$ cat config.mk
export PLATFORM = sky130hd
export DESIGN_NAME = stack
export DESIGN_NICKNAME = d
export VERILOG_FILES = /design/src/rtl/stack.sv
export SDC_FILE = /design/constraint.sdc
export NUM_CORES = 1
export LEC_CHECK = 0
export CAP_MARGIN = 20
export CORE_AREA = 2 2 164 198
export CTS_BUF_LIST = sky130_fd_sc_hd__clkbuf_8 sky130_fd_sc_hd__clkbuf_16
export DETAILED_ROUTE_END_ITERATION = 16
export DIE_AREA = 0 0 166 200
export GPL_ROUTABILITY_DRIVEN = 1
export PLACE_DENSITY = 0.68
export SKIP_LAST_GASP = 1
export SLEW_MARGIN = 20
export SYNTH_ARGS = -nofsm -noshare
export SYNTH_HDL_FRONTEND = slang
export SYNTH_SLANG_ARGS = --single-unit
$ cat constraint.sdc
create_clock -name clock -period 1.5 [get_ports clock]
set_input_delay 0.3 -clock clock [delete_from_list [all_inputs] [get_ports clock]]
set_output_delay 0.3 -clock clock [all_outputs]
set_load 0.01 [all_outputs]
$ cat src/rtl/stack.sv
// stack -- LIFO operand stack for the calculator datapath.
//
// Holds DEPTH entries of WIDTH bits; entry 0 is the top of stack. The two
// uppermost entries are exposed combinationally to the ALU. One command is
// applied per rising clock edge, with priority pop > push > write.
//
// Ports:
//   clock    in   1      system clock, all state changes on the rising edge
//   reset_n  in   1      asynchronous active-low reset, clears every entry
//   push     in   1      push: shift entries down, top is duplicated
//   pop      in   1      pop: shift entries up, bottom fills with zero
//   write    in   1      overwrite the top entry with value
//   value    in   WIDTH  data loaded into the top entry on write
//   top      out  WIDTH  entry 0
//   next     out  WIDTH  entry 1
module stack #(
  parameter int DEPTH = 8,
  parameter int WIDTH = 32
) (
  input  logic             clock,
  input  logic             reset_n,
  input  logic             push,
  input  logic             pop,
  input  logic             write,
  input  logic [WIDTH-1:0] value,
  output logic [WIDTH-1:0] top,
  output logic [WIDTH-1:0] next
);

  logic [WIDTH-1:0] e [DEPTH];

  // Only the highest-priority command executes. Empty slots are simply zero
  // words, so a pop on an empty stack just shifts zeros and a push past the
  // bottom silently discards the last entry.
  always_ff @(posedge clock or negedge reset_n) begin
    if (!reset_n) begin
      for (int i = 0; i < DEPTH; i++) begin
        e[i] <= '0;
      end
    end else if (pop) begin
      for (int i = 0; i < DEPTH - 1; i++) begin
        e[i] <= e[i+1];
      end
      e[DEPTH-1] <= '0;
    end else if (push) begin
      // e[0] is left alone so the top value is duplicated into e[1]
      for (int i = 1; i < DEPTH; i++) begin
        e[i] <= e[i-1];
      end
    end else if (write) begin
      e[0] <= value;
    end
  end

  assign top  = e[0];
  assign next = e[1];

endmodule

==> impl_results.md <==
- Worst path required time: 1.20 ns
- Worst-skew pair later-pin latency: 0.51 ns
- Share of cells above drive strength 1: 0.129
- Antenna violations before repair: 0
- DRT antenna net count: 0
- Placer congestion estimate: 0.785
- N_diodes: 0
- Tcrit/Tclk final: 0.982
- Worst setup SP type: flip-flop
- Die Ht: roughly 200 um
- Layout area overhead: 19.4%
- Warnings, synthesis: 0
- CP max stage delay: about 0.42 ns
- Outcome: finished, final reports clean
- Largest net degree at the start of global routing: 62
- First-pass GRT wire length: 42.1 mm
- H-tree depth: 1
- Number of global-route vias before repair: between 8,000 and 9,000
- Clk pin slew, worst setup/hold paths: roughly 0.060 ns
- Maximum VDD drop: 935 uV
- Setup violators final: 0
- Slew HR: 0.700
- Maximum Capacitance Violations: 0
- Buffers on Ports: 100
- Top post-synthesis cells by area: dfrtp_1 (52%), mux2i_1 (18%), o21ai_1 (7.8%), nand2_1 (6.8%), buf_4 (4.4%)
- Vias after detailed routing: 8,394
- Inst Count DP: 1,586
- Post-DR wirelength/cell: 14.7 um
- CTS Buf Count: 25
- WP buf/inv: 1
- Sequential element share of the synthesized area: 0.517
- Initial cell density of the core: 0.398
- Maximum root-to-sink buffer count: 3
- Syn Std Cell Area: 12,400 um^2
- Syn Area/Cell: 10.5 um^2
- # rows: 71
- Fill cell count: 2,775
- Post-synthesis cell type count: 15
- Pins over their slew limit: 0
- DRT iter0 DRCs: 500
- CTS tree: yes
- FMAX: 679 MHz
- HPWL after DPL: 16.1 mm
- Pwr Density: 1060 nW/um^2
- Worst path arrival time: between 1 and 1.5 ns
- # clock sinks: 256
- DR vias/cell: 5.01
- Clk_skew: ~0.0071 ns
- P_leak: slightly below 0.007 uW
- Crit-path leading delay family: flip-flops
- Num ports: 101
- Pin slew with the least headroom to its limit: 0.450 ns
- CP Capture Type: primary output
- Minimum clock period: between 1 and 1.5 ns
- Setup CP Type: reg2out
- Mapped Nets: 1,217
- GR Util All Layers: 0.148
- RSZ-0062 raised after global routing: yes
- Yosys top cell by area: dfrtp_1
- CP max stage cell: dfrtp_2
- Core ar.: 31,200 um^2
- Setup TNS: 0 ns
- Synthesized instance count: 1,180
- Critical path, cell by cell: clkdlybuf4s15_1
- Die area: 33,200 um^2
- DR DRC count: 0
- Grt ovf: 0
- Hold Path Class: in2reg
- Final hold violation count: 0
- Post-Route WL: 24.6 mm
- Yosys reg bits: 256
- Die width: 166 um
- CTS root buf: clkbuf_16
- # nets final: 1,298
- 1st-pass router iterations: 5
- Max FO, Critical Path: 3
- Share of the synthesized area in the top cell type: 0.517
- Fin cells: 1,676
- Util after Layout: 0.475
## where the power goes
group	switching (uW)	leakage (uW)	internal (uW)	total (uW)
clock network	2560	0.000416	3720	6280
logic	1020	0.00296	971	1990
registers	189	0.00354	7170	7350
## routing by layer
layer / wire, um / GRT usage / share of wire
met5: 0 / 0 / 0
met1: 11800 / 0.207 / 0.48
met2: 11700 / 0.248 / 0.48
met3: 806 / 0.0199 / 0.033
met4: 333 / 0.0351 / 0.014
## per-stage QoR
| step | hold slack [ns] | cell area (um^2) | total power (uW) | setup slack, ns |
|---|---|---|---|---|
| 2_1_floorplan | 0.00441 | 12400 | 8650 | 0.273 |
| 3_3_place_gp | 0.185 | 13700 | 9360 | 0.0400 |
| 3_5_place_dp | 0.186 | 13700 | 9390 | -0.0145 |
| 4_1_cts | 0.122 | 14800 | 15800 | -0.0820 |
| 5_1_grt | 0.148 | 14800 | 16300 | -0.0160 |
| 6_report | 0.144 | 14800 | 15600 | 0.0275 |
## state kept, by name (all words and copies together) (netlist names)
name and flops:
e 192, next 32, top 32
## Yosys cell counts, drive strengths merged
master   instances
o311ai          32
o21ai          192
nand4bb         32
dfrtp          256
mux2i          224
buf            125
and2b            1
inv             32
nor2            32
nand2          224
clkbuf          30
## placed cells by master, fill, tap and decap left out, types with 3 or more instances in the layout
| cell type | count |
|---|---|
| nand2_1 | 224 |
| clkdlybuf4s50_1 | 33 |
| buf_8 | 3 |
| buf_4 | 80 |
| clkbuf_16 | 25 |
| nand4bb_1 | 32 |
| o21ai_1 | 192 |
| clkdlybuf4s15_2 | 7 |
| buf_12 | 28 |
| clkinv_2 | 4 |
| o311ai_1 | 32 |
| bufinv_16 | 3 |
| dlygate4sd2_1 | 6 |
| dfrtp_1 | 255 |
| clkbuf_2 | 7 |
| clkdlybuf4s15_1 | 43 |
| inv_1 | 36 |
| clkbuf_8 | 4 |
| mux2i_1 | 224 |
| nor2_1 | 32 |
## final cells by class
| type | instances | area (um^2) | area share |
|---|---|---|---|
| inverters | 32 | 120 | 0.00811 |
| repair buffers | 209 | 2150 | 0.145 |
| well taps | 401 | 502 | 0.0339 |
| flip-flops and latches | 256 | 6410 | 0.433 |
| clock inverters | 12 | 133 | 0.00896 |
| multi-input cells | 737 | 4810 | 0.325 |
| clock buffers | 29 | 681 | 0.0460 |
## worst paths after layout
check / start / to / slack (ns) / cells past startpoint
max reg2reg: top[8] / top[8] / 0.53 / 4
max: next[27] / next[27] / 0.03 / 1
min: pop / next[21] / 0.14 / 3
min in group asynchronous: reset_n / e[130] / 0.23 / 2
min reg2reg: e[22] / e[54] / 0.48 / 2
max in group asynchronous: reset_n / top[11] / 0.57 / 3
## cell families (layout without fill, tap and decap cells)
kind of cell	count (synthesis)	in the layout	share of synthesized area
mux	224	224	0.181
simple gates	289	289	0.107
compound gates	224	224	0.100
buf+inv	187	282	0.0951
flops	256	256	0.517
## what timing repair did
item,4_1_cts,5_1_grt
resized for setup,118,21
pin swaps,0,0
endpoints found under the setup margin,64,23
endpoints found under the hold margin,155,0
setup buffers,44,4
hold buffers,1,0
(Power assumes the default switching activity.)
